**config.mk**
```make
export PLATFORM = sky130hd
export DESIGN_NAME = parklot_multilane_ctrl
export DESIGN_NICKNAME = d
export VERILOG_FILES = /design/src/rtl/parklot_pkg.sv /design/src/rtl/parklot_lane_fsm.sv /design/src/rtl/parklot_multilane_ctrl.sv
export SDC_FILE = /design/constraint.sdc
export NUM_CORES = 1
export LEC_CHECK = 0
export ABC_AREA = 1
export CAP_MARGIN = 20
export CORE_ASPECT_RATIO = 1.75
export CORE_UTILIZATION = 53
export CTS_CLUSTER_SIZE = 10
export DETAILED_ROUTE_END_ITERATION = 10
export PLACE_DENSITY_LB_ADDON = 0.12
export SETUP_SLACK_MARGIN = 0.3
export SYNTH_ARGS = -nofsm -noshare
export SYNTH_HDL_FRONTEND = slang
export SYNTH_HIERARCHICAL = 1
export SYNTH_SLANG_ARGS = --single-unit
```
**constraint.sdc**
```tcl
create_clock -name clk -period 2.85 [get_ports clk]
set_clock_uncertainty 0.05 [all_clocks]
set_input_delay 0.855 -clock clk [delete_from_list [all_inputs] [get_ports clk]]
set_output_delay 0.855 -clock clk [all_outputs]
set_load 0.03 [all_outputs]
```
**src/rtl/parklot_pkg.sv**
```systemverilog
// Shared types and sensor-pattern constants for the multi-lane parking-lot controller.
// Optional sensor debounce is selected with the PARKLOT_DEBOUNCE_EN macro.
package parklot_pkg;

  typedef enum logic [2:0] {
    IDLE  = 3'd0,
    EN1   = 3'd1,
    EN2   = 3'd2,
    EN3   = 3'd3,
    EX1   = 3'd4,
    EX2   = 3'd5,
    EX3   = 3'd6,
    FAULT = 3'd7
  } lane_state_t;

  // Sensor pairs are always ordered {a, b}: a = outer, b = inner
  localparam logic [1:0] AB_CLR  = 2'b00;
  localparam logic [1:0] AB_OUT  = 2'b10;
  localparam logic [1:0] AB_BOTH = 2'b11;
  localparam logic [1:0] AB_IN   = 2'b01;

endpackage

```
**src/rtl/parklot_lane_fsm.sv**
```systemverilog
// One sensor lane: 2-flop synchroniser, optional debounce (PARKLOT_DEBOUNCE_EN),
// pass-classification FSM and registered entry/exit/fault outputs.
module parklot_lane_fsm
  import parklot_pkg::*;
#(
  parameter int DEBOUNCE_CYCLES = 4
) (
  input  logic       clk,
  input  logic       reset,
  input  logic [1:0] ab,
  output logic       entry_pulse,
  output logic       exit_pulse,
  output logic       fault
);

  logic [1:0]  sync1_r;
  logic [1:0]  sync2_r;
  logic [1:0]  ab_q_s;
  lane_state_t state_r;
  logic        entry_r;
  logic        exit_r;
  logic        fault_r;

  if (DEBOUNCE_CYCLES < 1) begin : g_bad_debounce
    $error("parklot_lane_fsm: DEBOUNCE_CYCLES must be at least 1");
  end

  // Two-flop synchroniser for the asynchronous sensor pair
  always_ff @(posedge clk) begin
    if (reset) begin
      sync1_r <= 2'b00;
      sync2_r <= 2'b00;
    end else begin
      sync1_r <= ab;
      sync2_r <= sync1_r;
    end
  end

`ifdef PARKLOT_DEBOUNCE_EN
  localparam int DW = $clog2(DEBOUNCE_CYCLES + 1);

  logic [1:0][DW-1:0] db_cnt_r;
  logic [1:0]         db_val_r;

  // A bit flips only after DEBOUNCE_CYCLES consecutive samples disagree with it
  always_ff @(posedge clk) begin
    if (reset) begin
      db_cnt_r <= {2{DW'(0)}};
      db_val_r <= 2'b00;
    end else begin
      for (int i = 0; i < 2; i++) begin
        if (sync2_r[i] == db_val_r[i]) begin
          db_cnt_r[i] <= DW'(0);
        end else if (db_cnt_r[i] == DW'(DEBOUNCE_CYCLES - 1)) begin
          db_val_r[i] <= sync2_r[i];
          db_cnt_r[i] <= DW'(0);
        end else begin
          db_cnt_r[i] <= db_cnt_r[i] + DW'(1);
        end
      end
    end
  end

  assign ab_q_s = db_val_r;
`else
  assign ab_q_s = sync2_r;
`endif

  // Lane FSM; the exit half mirrors the entry half with a and b swapped
  always_ff @(posedge clk) begin
    if (reset) begin
      state_r <= IDLE;
      entry_r <= 1'b0;
      exit_r  <= 1'b0;
      fault_r <= 1'b0;
    end else begin
      entry_r <= 1'b0;
      exit_r  <= 1'b0;
      fault_r <= 1'b0;
      case (state_r)
        IDLE: case (ab_q_s)
          AB_OUT:  state_r <= EN1;
          AB_IN:   state_r <= EX1;
          AB_BOTH: begin state_r <= FAULT; fault_r <= 1'b1; end
          default: state_r <= IDLE;
        endcase
        EN1: case (ab_q_s)
          AB_BOTH: state_r <= EN2;
          AB_CLR:  state_r <= IDLE;
          AB_IN:   begin state_r <= FAULT; fault_r <= 1'b1; end
          default: state_r <= EN1;
        endcase
        EN2: case (ab_q_s)
          AB_IN:   state_r <= EN3;
          AB_OUT:  state_r <= EN1;
          AB_CLR:  begin state_r <= FAULT; fault_r <= 1'b1; end
          default: state_r <= EN2;
        endcase
        EN3: case (ab_q_s)
          AB_CLR:  begin state_r <= IDLE; entry_r <= 1'b1; end
          AB_BOTH: state_r <= EN2;
          AB_OUT:  begin state_r <= FAULT; fault_r <= 1'b1; end
          default: state_r <= EN3;
        endcase
        EX1: case (ab_q_s)
          AB_BOTH: state_r <= EX2;
          AB_CLR:  state_r <= IDLE;
          AB_OUT:  begin state_r <= FAULT; fault_r <= 1'b1; end
          default: state_r <= EX1;
        endcase
        EX2: case (ab_q_s)
          AB_OUT:  state_r <= EX3;
          AB_IN:   state_r <= EX1;
          AB_CLR:  begin state_r <= FAULT; fault_r <= 1'b1; end
          default: state_r <= EX2;
        endcase
        EX3: case (ab_q_s)
          AB_CLR:  begin state_r <= IDLE; exit_r <= 1'b1; end
          AB_BOTH: state_r <= EX2;
          AB_IN:   begin state_r <= FAULT; fault_r <= 1'b1; end
          default: state_r <= EX3;
        endcase
        FAULT: begin
          if (ab_q_s == AB_CLR) begin
            state_r <= IDLE;
          end else begin
            state_r <= FAULT;
            fault_r <= 1'b1;
          end
        end
        default: state_r <= IDLE;
      endcase
    end
  end

  assign entry_pulse = entry_r;
  assign exit_pulse  = exit_r;
  assign fault       = fault_r;

endmodule

```
**src/rtl/parklot_multilane_ctrl.sv**
```systemverilog
// Multi-lane parking-lot occupancy controller: per-lane pass detectors feeding a
// shared clamped occupancy counter. Debounce is enabled by PARKLOT_DEBOUNCE_EN.
module parklot_multilane_ctrl
  import parklot_pkg::*;
#(
  parameter int NUM_LANES       = 4,
  parameter int CAPACITY        = 255,
  parameter int DEBOUNCE_CYCLES = 4
) (
  input  logic                            clk,
  input  logic                            reset,
  input  logic [2*NUM_LANES-1:0]          ab,
  input  logic                            clr,
  output logic [NUM_LANES-1:0]            entry_pulse,
  output logic [NUM_LANES-1:0]            exit_pulse,
  output logic [NUM_LANES-1:0]            fault,
  output logic [$clog2(CAPACITY+1)-1:0]   count,
  output logic                            full,
  output logic                            empty,
  output logic                            sat_err
);

  localparam int CW = $clog2(CAPACITY + 1);
  // Signed working width; never narrower than needed to hold +/-8 lane events
  localparam int SW = (CW + 2 > 6) ? CW + 2 : 6;
  localparam logic signed [SW-1:0] CAP_S  = SW'(CAPACITY);
  localparam logic signed [SW-1:0] ZERO_S = SW'(0);

  logic [NUM_LANES-1:0]  entry_s;
  logic [NUM_LANES-1:0]  exit_s;
  logic [3:0]            n_in_s;
  logic [3:0]            n_out_s;
  logic signed [SW-1:0]  sum_s;
  logic [CW-1:0]         next_s;
  logic                  clamp_s;
  logic [CW-1:0]         count_r;
  logic                  full_r;
  logic                  empty_r;
  logic                  sat_r;

  if (NUM_LANES < 1 || NUM_LANES > 8 || CAPACITY < 1) begin : g_bad_cfg
    $error("parklot_multilane_ctrl: NUM_LANES must be 1..8 and CAPACITY >= 1");
  end

  for (genvar g = 0; g < NUM_LANES; g++) begin : g_lane
    parklot_lane_fsm #(
      .DEBOUNCE_CYCLES (DEBOUNCE_CYCLES)
    ) u_lane (
      .clk         (clk),
      .reset       (reset),
      .ab          (ab[2*g +: 2]),
      .entry_pulse (entry_s[g]),
      .exit_pulse  (exit_s[g]),
      .fault       (fault[g])
    );
  end

  // Event popcounts and clamped next occupancy
  always_comb begin
    n_in_s  = 4'd0;
    n_out_s = 4'd0;
    for (int i = 0; i < NUM_LANES; i++) begin
      n_in_s  = n_in_s  + {3'b000, entry_s[i]};
      n_out_s = n_out_s + {3'b000, exit_s[i]};
    end
    sum_s = $signed(SW'(count_r) + SW'(n_in_s) - SW'(n_out_s));
    if (sum_s < ZERO_S) begin
      next_s  = CW'(0);
      clamp_s = 1'b1;
    end else if (sum_s > CAP_S) begin
      next_s  = CW'(CAPACITY);
      clamp_s = 1'b1;
    end else begin
      next_s  = CW'(sum_s);
      clamp_s = 1'b0;
    end
  end

  // Occupancy register with flags derived from the same next value; clr drops pulses
  always_ff @(posedge clk) begin
    if (reset || clr) begin
      count_r <= CW'(0);
      full_r  <= 1'b0;
      empty_r <= 1'b1;
      sat_r   <= 1'b0;
    end else begin
      count_r <= next_s;
      full_r  <= (next_s == CW'(CAPACITY));
      empty_r <= (next_s == CW'(0));
      sat_r   <= clamp_s;
    end
  end

  assign entry_pulse = entry_s;
  assign exit_pulse  = exit_s;
  assign count       = count_r;
  assign full        = full_r;
  assign empty       = empty_r;
  assign sat_err     = sat_r;

endmodule

```
==> metrics.txt, run 1 <==
setup ws final -0.473 ns; worst skew pair latency ~0.28 ns; Leakage 0.00222 uW; Vias 3548; CORE AREA 6910 um^2; global-route wire length before repair 14.2 mm; maxcap violations 0; DR DRC count 0; Antenna diodes 0; wl on met1 3.22 mm; CTS tree yes; clock sink count 51; r2r setup slk -0.47 ns; initial antenna violation count 0; Initial DRC Count 201; Multi-input gate area around 2300 um^2; Routed Antenna Nets 0; Cell Rows 40; reg2reg path depth 17; dpl cells ~680; Pre-antenna DRT Iters 4; Synth Cell Area 3790 um^2; top sig layer met4; IO Port Bufs 33; number of flops mapped to enable cells by yosys 0; layout cells sized above 1 11.8%; Slew @ Worst Pin slightly above 0.5 ns; placed cell areas 4250 um^2; Slew headroom 65.4%; die height 114 um; Initial Util 54.8%; ys async rst share 0%; reg2reg end full$_SDFF_PP0_; area leader, netlist dfxtp_1; status finished, violations left; GP Congestion ~0.92; Die Area 7500 um^2; Finished Cell Area between 4000 and 5000 um^2; synth top area cells dfxtp_1, ha_1, inv_1; register clock-pin slew on the reported worst setup and hold paths approximately 0.060 ns; leading register cell type out of synthesis dfxtp_1; WL met2 roughly 4.7 mm; post-synth top area share 27.0%; HP Start g_lane[2].u_lane/sync1_r[0]$_SDFF_PP0_; area delta synth->final 18.4%; Seq/Total Area, Yosys 27.0%; I/O pin count 34; Max Buffers Root-to-Sink 2; Filler cells 638; Crit. End Element flip-flop; post-route insts no fill 685; Root Buffer clkbuf_16; Fin. Hold Viols 0; P per Cell Area between 800 and 900 nW/um^2; Final #Nets 662; Final HPWL DP 6.60 mm; Setup TNS Final -3.18 ns; worst path required time just over 3 ns; fin crit share 117%; Gate Count Post-Synth 560; worst min-delay path class flip-flop to flip-flop; worst r2r src g_lane[1].u_lane/exit_pulse$_SDFF_PP0_; final core occ between 60 and 70%; Post-Syn Area per Cell 6.76 um^2; # setup viols final 11; max-slew violation total from the final report 0; CTS H-tree depth 2; RSZ-0062 raised after global routing true; largest net degree at the start of global routing 36; WL per Instance 12.3 um; flip-flop and latch area 1040 um^2; Yosys cell types 32; vias in the first global route around 3400; Hold Path Depth 2; WS Path Type flip-flop to flip-flop; Crit Path Max Fanout 8; failing checks setup timing; Max Clk Rate between 300 and 400 MHz; total wire length 8.43 mm; Hold EP g_lane[2].u_lane/ab_q_s[0]$_SDFF_PP0_; peak supply drop 417 uV; vias per inst approximately 5.2; Final Power ~3600 uW; GRT Overall Usage 23.9%; Worst EP arrival 3.50 ns; most common cell in the netlist inv_1; total global routing overflow 0; metal3 WL around 280 um; width of the die 65.9 um; number of synthesized register bits 51; Synthesized Nets 622; CTS buffer count 5; startpoint types flip-flop; Ys Warns 6; minimum clock period around 3.3 ns; Synth top cells by count inv_1, nand2_1, nor2_1, nand3_1, dfxtp_1
## timing repair
| item | CTS | global route |
|---|---|---|
| buffers inserted | 1 | 1 |
| pin swaps | 9 | 4 |
| setup endpoints to repair | 11 | 11 |
| gates resized for setup | 8 | 8 |
| endpoints found under the hold margin | 0 | 0 |
| hold buffers | 0 | 0 |
## cell usage in the layout, fill, tap and decap left out, types with 6 or more instances in the layout
master            n
a21oi_1          19
inv_1            99
nor2_1           72
o21ai_0          17
inv_2            14
nand2_1          98
fa_1              6
o21ai_1           6
dfxtp_1          45
clkdlybuf4s50_1  33
ha_1             42
nor3_1           10
buf_4             6
nand3_1          66
## final cells by class
class / count / share of cell area (%)
multi-input cells: 380 / 51.5
flip-flops and latches: 51 / 23.1
repair buffers: 45 / 10.1
inverters: 117 / 9.80
clock buffers: 6 / 2.87
well taps: 84 / 2.34
clock inverters: 2 / 0.279
## critical path, stage by stage (launching register included)
cell	delay, ns
dfxtp_4	0.35
inv_2	0.04
fa_1	0.45
inv_1	0.08
fa_2	0.19
inv_2	0.03
fa_1	0.48
ha_2	0.20
inv_2	0.04
fa_2	0.36
o21ai_4	0.17
nand3_2	0.10
nand2_4	0.11
buf_12	0.14
nand3_2	0.09
o21ai_1	0.19
nand3_1	0.11
nor2_1	0.08
## where the power goes
| group | total (uW) | switching [uW] | internal, uW | leakage [uW] |
|---|---|---|---|---|
| registers | 896 | 106 | 790 | 0.000421 |
| logic | 2160 | 1240 | 924 | 0.00173 |
| clock network | 570 | 246 | 324 | 0.0000669 |
## worst max path at each step
stage                                           startpoint               to  cells past startpoint
floorplan           g_lane[1].u_lane/exit_pulse$_SDFF_PP0_  full$_SDFF_PP0_                     17
global placement    g_lane[1].u_lane/exit_pulse$_SDFF_PP0_  full$_SDFF_PP0_                     16
detailed placement  g_lane[1].u_lane/exit_pulse$_SDFF_PP0_  full$_SDFF_PP0_                     16
CTS                 g_lane[1].u_lane/exit_pulse$_SDFF_PP0_  full$_SDFF_PP0_                     17
global route        g_lane[1].u_lane/exit_pulse$_SDFF_PP0_  full$_SDFF_PP0_                     17
finish              g_lane[1].u_lane/exit_pulse$_SDFF_PP0_  full$_SDFF_PP0_                     17
## flip-flops by register name, indices dropped and copies added, names as in the netlist, 4 cells and up
register	count
g_lane.u_lane/state_r	12
g_lane.u_lane/ab_q_s	8
g_lane.u_lane/fault	4
g_lane.u_lane/exit_pulse	4
g_lane.u_lane/sync1_r	8
count	8
g_lane.u_lane/entry_pulse	4
## per-layer routing
layer	GRT usage [%]	up-vias
met3	3.60	18
met1	24.3	1617
met2	46.5	92
met5	0	-
li1	-	1821
met4	8.99	0
## cell families after synthesis
family / Yosys count / share of synthesized area [%]
buffers and inverters: 129 / 13.9
xor gates and xnor gates: 1 / 0.231
AOI/OAI and AO/OA: 52 / 7.44
DFF: 51 / 27.0
and+or+nand+nor: 276 / 33.0
adders and majority gates: 51 / 18.4
## through the flow
step	worst slack (ns)	hold slack, ns
final	-0.473	0.354
after global routing	-0.620	0.375
after CTS	-0.367	0.357
after detailed placement	-0.416	0.348
after global placement	-0.370	0.340
after floorplan	-0.315	0.338
Note: power is estimated with default switching activity, not from simulation.
==> inputs of run 2 (changes only) <==
Settings changed: CORE_UTILIZATION 53 to 63.
Clock period 2.85 ns to 4 ns, I/O delays scaled along.
==> metrics.txt, run 2 (same netlist as run 1, synthesis figures left out) <==
minimum clock period 3.45 ns (was 3.32 ns); Crit path max-delay family adder cells (unchanged); P per Cell Area 511 nW/um^2 (was 810 nW/um^2); Initial DRC Count 252 (was 201); peak supply drop 381 uV (was 417 uV); Final #Nets 651 (was 662); Slew @ Worst Pin 0.523 ns (was 0.519 ns); WL per Instance 12.3 um (about the same); most frequent cells in the layout inv_1, nand2_1, nor2_1 (unchanged); Worst EP arrival 3.65 ns (was 3.50 ns); worst path required time 4.20 ns (was 3.02 ns); Routed Antenna Nets 0 (unchanged); Slew headroom 65.1% (was 65.4%); Vias 3562 (was 3548); CTS buffer count 5 (unchanged); global-route wire length before repair 13.7 mm (was 14.2 mm); hold-fix buffer count after cts 0 (unchanged); Antenna diodes 0 (unchanged); worst min-delay path class flip-flop to flip-flop (unchanged); CTS H-tree depth 2 (unchanged); GRT Overall Usage 27.7% (was 23.9%); clock sink count 51 (unchanged); Initial Util 64.9% (was 54.8%); Max Buffers Root-to-Sink 2 (unchanged); worst-path cell chain inv_1, fa_1, inv_1, fa_1, inv_1, fa_1, ha_1, inv_1, fa_1, o21ai_2, nand3_2, nand2_4, nand3_4, a21oi_2, nand3_1, nor2_1 (was inv_2, fa_1, inv_1, fa_2, inv_2, fa_1, ha_2, inv_2, fa_2, o21ai_4, nand3_2, nand2_4, buf_12, nand3_2, o21ai_1, nand3_1, nor2_1); Root Buffer clkbuf_8 (was clkbuf_16); IO Port Bufs 33 (unchanged); layout cells sized above 1 7.12% (was 11.8%); # resized after CTS 0 (was 8); die height 105 um (was 114 um); status completed (was finished, violations left); total wire length 8.21 mm (was 8.43 mm); Fin. Hold Viols 0 (unchanged); max FFs per register 12 (unchanged); register clock-pin slew on the reported worst setup and hold paths 0.10 ns (was 0.06 ns); area delta synth->final 12.6% (was 18.4%); Leakage 0.00214 uW (was 0.00222 uW); most common cell after layout, fill and taps aside inv_1 (unchanged); worst skew pair latency 0.32 ns (was 0.28 ns); register with the most flip-flops g_lane.u_lane/state_r (unchanged); CORE AREA 5830 um^2 (was 6910 um^2); GP Congestion 0.900 (was 0.924); DR DRC count 0 (unchanged); placed cell areas 4130 um^2 (was 4250 um^2); WS Path Type flip-flop to flip-flop (unchanged); vias per inst 5.33 (was 5.18); Crit-path slowest cell fa_1 (unchanged); initial antenna violation count 0 (unchanged); width of the die 60.6 um (was 65.9 um); Final HPWL DP 6.50 mm (was 6.60 mm); Finished Cell Area 4260 um^2 (was 4480 um^2); Die Area 6340 um^2 (was 7500 um^2); buffers and inverters on the worst path 4 (was 5); Max Clk Rate 290 MHz (was 301 MHz); post-CTS setup repair buffer count 0 (was 1); max-slew violation total from the final report 0 (unchanged); # setup viols final 0 (was 11); Setup TNS Final 0 ns (was -3.18 ns); crit-path max cell delay 0.51 ns (was 0.48 ns); startpoint types flip-flop (unchanged); total global routing overflow 0 (unchanged); maxcap violations 0 (unchanged); vias in the first global route 3372 (was 3363); Crit Path Max Fanout 13 (was 8); fin crit share 86.2% (was 117%); RSZ-0062 raised after global routing false (was true); I/O pin count 34 (unchanged); Crit. End Element flip-flop (unchanged); Cell Rows 37 (was 40); largest net degree at the start of global routing 37 (was 36); CTS tree yes (unchanged); Pre-antenna DRT Iters 5 (was 4)
-- run 2: changes by cell type in the layout (fill, tap and decap cells not counted), moves of 5 or more --
cell	delta
dfxtp_1	+6
buf_4	-5
clkbuf_16	-5
buf_6	-5
clkbuf_8	+5
-- run 2: area by class of cell --
type | count | area, um^2
fill | 501 | 1570
tap | 78 | 97.6
sequential | 51 | 1020
clock buffer | 5 | 68.8
timing repair buffer | 34 | 338
multi-input combinational | 380 | 2250
clock inverter | 3 | 46.3
inverter | 117 | 439
-- run 2: worst paths after layout --
path	from	end	slack (ns)	cells past startpoint
worst max-delay path	g_lane[1].u_lane/exit_pulse$_SDFF_PP0_	full$_SDFF_PP0_	0.55	16
worst min-delay path	g_lane[0].u_lane/sync1_r[0]$_SDFF_PP0_	g_lane[0].u_lane/ab_q_s[0]$_SDFF_PP0_	0.36	2
worst max register to register	g_lane[1].u_lane/exit_pulse$_SDFF_PP0_	full$_SDFF_PP0_	0.55	16
worst min register to register	g_lane[0].u_lane/sync1_r[0]$_SDFF_PP0_	g_lane[0].u_lane/ab_q_s[0]$_SDFF_PP0_	0.36	2
-- run 2: tightest hold or removal path, stage by stage, from the launching register on --
cell	delay (ns)
dfxtp_1	0.31
inv_1	0.04
nor2_1	0.03
-- run 2: where the power goes --
part | internal (uW) | switching [uW]
Sequential | 564 | 76.9
Clock | 189 | 184
Combinational | 414 | 749
Total | 1170 | 1010
-- run 2: through the flow --
| stage | util, % | instances | hold WS (ns) | setup WS (ns) | power [uW] |
|---|---|---|---|---|---|
| after detailed placement | 70.9 | 660 | 0.351 | 0.418 | 1760 |
| after global placement | 70.9 | 660 | 0.339 | 0.533 | 1730 |
| after global routing | 73.1 | 668 | 0.374 | 0.305 | 2350 |
| after floorplan | - | 560 | 0.338 | 0.608 | 1570 |
| final | 73.1 | 668 | 0.363 | 0.550 | 2180 |
| after CTS | 72.8 | 668 | 0.368 | 0.393 | 2140 |
-- run 2: per-layer routing --
metal | global-route usage [%] | up-vias | wire length [um]
met5 | 0 | - | 0
met4 | 14.1 | 0 | 381
met3 | 4.83 | 41 | 356
met2 | 51.0 | 117 | 4500
met1 | 27.6 | 1608 | 2970
li1 | - | 1796 | -
==> inputs of run 3 (changes only) <==
Settings changed: ABC_AREA 1 to unset, CORE_UTILIZATION 63 to 50.
==> metrics.txt, run 3 <==
Max Buffers Root-to-Sink 2 (unchanged); GRT Overall Usage 19.9% (was 27.7%); IO Port Bufs 33 (unchanged); WL per Instance 13.6 um (was 12.3 um); startpoint types flip-flop (unchanged); synth top area cells dfxtp_1, ha_1, inv_1 (unchanged); layout cells sized above 1 9.62% (was 7.12%); most common cell after layout, fill and taps aside dfxtp_1 (was inv_1); Ys Warns 6 (unchanged); worst path required time 4.14 ns (was 4.20 ns); register clock-pin slew on the reported worst setup and hold paths 0.07 ns (was 0.10 ns); Crit path max-delay family adder cells (unchanged); maxcap violations 0 (unchanged); Vias 2848 (was 3562); max-slew violation total from the final report 0 (unchanged); CTS buffer count 5 (unchanged); vias in the first global route 2777 (was 3372); Root Buffer clkbuf_16 (was clkbuf_8); Synth Cell Area 3690 um^2 (was 3790 um^2); worst min-delay path class flip-flop to flip-flop (unchanged); Slew @ Worst Pin 0.645 ns (was 0.523 ns); global-route wire length before repair 12.1 mm (was 13.7 mm); area delta synth->final 12.0% (was 12.6%); Filler cells 674 (was 501); ys async rst share 0% (unchanged); Die Area 7740 um^2 (was 6340 um^2); Synth top cells by count dfxtp_1, inv_1, ha_1, a21oi_1, nor2_1 (was inv_1, nand2_1, nor2_1, nand3_1, dfxtp_1); leading register cell type out of synthesis dfxtp_1 (unchanged); max FFs per register 12 (unchanged); Post-Syn Area per Cell 9.11 um^2 (was 6.76 um^2); die height 116 um (was 105 um); width of the die 66.9 um (was 60.6 um); DR DRC count 0 (unchanged); number of flops mapped to enable cells by yosys 0 (unchanged); initial antenna violation count 0 (unchanged); Seq/Total Area, Yosys 27.7% (was 27.0%); post-CTS setup repair buffer count 0 (unchanged); # setup viols final 0 (unchanged); total global routing overflow 0 (unchanged); number of synthesized register bits 51 (unchanged); Crit-path slowest cell fa_1 (unchanged); Final #Nets 487 (was 651); worst-path cell chain inv_1, fa_1, inv_1, fa_1, inv_1, fa_1, ha_1, inv_1, fa_1, and2b_1, o211ai_2, and2_1, o31a_1, nor2_1, o21a_1 (was inv_1, fa_1, inv_1, fa_1, inv_1, fa_1, ha_1, inv_1, fa_1, o21ai_2, nand3_2, nand2_4, nand3_4, a21oi_2, nand3_1, nor2_1); Setup TNS Final 0 ns (unchanged); Gate Count Post-Synth 405 (was 560); Max Clk Rate 287 MHz (was 290 MHz); Leakage 0.00161 uW (was 0.00214 uW); Synthesized Nets 467 (was 622); CORE AREA 7180 um^2 (was 5830 um^2); largest net degree at the start of global routing 44 (was 37); CTS tree yes (unchanged); hold-fix buffer count after cts 0 (unchanged); vias per inst 5.56 (was 5.33); status completed (unchanged); clock sink count 51 (unchanged); Worst EP arrival 3.62 ns (was 3.65 ns); Fin. Hold Viols 0 (unchanged); GP Congestion 0.818 (was 0.900); I/O pin count 34 (unchanged); Yosys cell types 66 (was 32); Crit Path Max Fanout 3 (was 13); Final HPWL DP 5.08 mm (was 6.50 mm); Pre-antenna DRT Iters 4 (was 5); buffers and inverters on the worst path 4 (unchanged); Initial DRC Count 150 (was 252); P per Cell Area 750 nW/um^2 (was 511 nW/um^2); Finished Cell Area 4130 um^2 (was 4260 um^2); worst skew pair latency 0.29 ns (was 0.32 ns); most common cell in the netlist dfxtp_1 (was inv_1); Antenna diodes 0 (unchanged); peak supply drop 371 uV (was 381 uV); Crit. End Element flip-flop (unchanged); CTS H-tree depth 2 (unchanged); WS Path Type flip-flop to flip-flop (unchanged); post-synth top area share 27.7% (was 27.0%); Routed Antenna Nets 0 (unchanged); fin crit share 87.2% (was 86.2%); minimum clock period 3.49 ns (was 3.45 ns); Multi-input gate area 2340 um^2 (was 2250 um^2); most frequent cells in the layout dfxtp_1, inv_1, ha_1 (was inv_1, nand2_1, nor2_1); crit-path max cell delay 0.52 ns (was 0.51 ns); register with the most flip-flops g_lane.u_lane/state_r (unchanged); RSZ-0062 raised after global routing true (was false); Cell Rows 41 (was 37); placed cell areas 3960 um^2 (was 4130 um^2); Slew headroom 56.9% (was 65.1%); flip-flop and latch area 1020 um^2 (unchanged); total wire length 6.94 mm (was 8.21 mm); Initial Util 51.4% (was 64.9%); area leader, netlist dfxtp_1 (unchanged); hold_ws 0.383 ns (was 0.363 ns)
==> run 3: stage by stage <==
step / util [%] / total power [uW] / setup slack (ns) / instances
3_5_place_dp: 55.1 / 2610 / 0.515 / 504
4_1_cts: 57.3 / 3080 / 0.492 / 512
3_3_place_gp: 55.1 / 2600 / 0.547 / 504
5_1_grt: 57.5 / 3380 / 0.281 / 512
2_1_floorplan: - / 2340 / 0.440 / 405
6_report: 57.5 / 3100 / 0.513 / 512
==> run 3: power breakdown <==
| part | internal, uW | total, uW | switching (uW) | leakage, uW |
|---|---|---|---|---|
| clock network | 266 | 447 | 181 | 0.0000761 |
| logic | 808 | 1910 | 1100 | 0.00111 |
| registers | 600 | 742 | 142 | 0.000417 |
==> run 3: per-layer routing <==
| layer | global-route usage, % | part of all wire [%] | vias to the layer above |
|---|---|---|---|
| li1 | - | - | 1441 |
| met1 | 21.8 | 42 | 1340 |
| met2 | 36.7 | 53 | 61 |
| met3 | 3.64 | 3.5 | 6 |
| met4 | 7.66 | 1.2 | 0 |
| met5 | 0 | 0 | - |
==> run 3: cell families after synthesis <==
group | count (synthesis) | share of synthesized area, %
flip-flops | 51 | 27.7
adder cells (fa/ha/maj) | 51 | 18.9
multiplexers | 10 | 3.97
XOR/XNOR | 5 | 1.39
AO/OA/AOI/OAI | 103 | 19.8
buffers and inverters | 65 | 9.29
AND/OR/NAND/NOR | 120 | 18.9
==> run 3: path summary, 6_finish.rpt <==
check	slack, ns	endpoint	depth (start not counted)	from
worst max-delay path	0.51	count[7]$_SDFF_PP0_	15	g_lane[1].u_lane/exit_pulse$_SDFF_PP0_
worst min-delay path	0.38	g_lane[1].u_lane/ab_q_s[1]$_SDFF_PP0_	1	g_lane[1].u_lane/sync1_r[1]$_SDFF_PP0_
worst min register to register	0.38	g_lane[1].u_lane/ab_q_s[1]$_SDFF_PP0_	1	g_lane[1].u_lane/sync1_r[1]$_SDFF_PP0_
worst max register to register	0.51	count[7]$_SDFF_PP0_	15	g_lane[1].u_lane/exit_pulse$_SDFF_PP0_
==> run 3: timing repair <==
| action | CTS | global route |
|---|---|---|
| hold endpoints to repair | 0 | 0 |
| endpoints found under the setup margin | 0 | 5 |
| resized for setup | 0 | 2 |
==> run 3: worst register-to-register path, stage by stage (launching register included) <==
cell,delay (ns)
dfxtp_1,0.32
inv_1,0.06
fa_1,0.52
inv_1,0.05
fa_1,0.50
inv_1,0.05
fa_1,0.36
ha_1,0.21
inv_1,0.07
fa_1,0.19
and2b_1,0.21
o211ai_2,0.18
and2_1,0.23
o31a_1,0.17
nor2_1,0.05
o21a_1,0.17
==> run 3: area by class of cell <==
class | count | area share (%)
clock buffers | 7 | 3.69
clock inverters | 1 | 0.182
inverters | 44 | 4.00
multi-input cells | 289 | 56.6
flip-flops and latches | 51 | 24.7
well taps | 86 | 2.60
repair buffers | 34 | 8.18
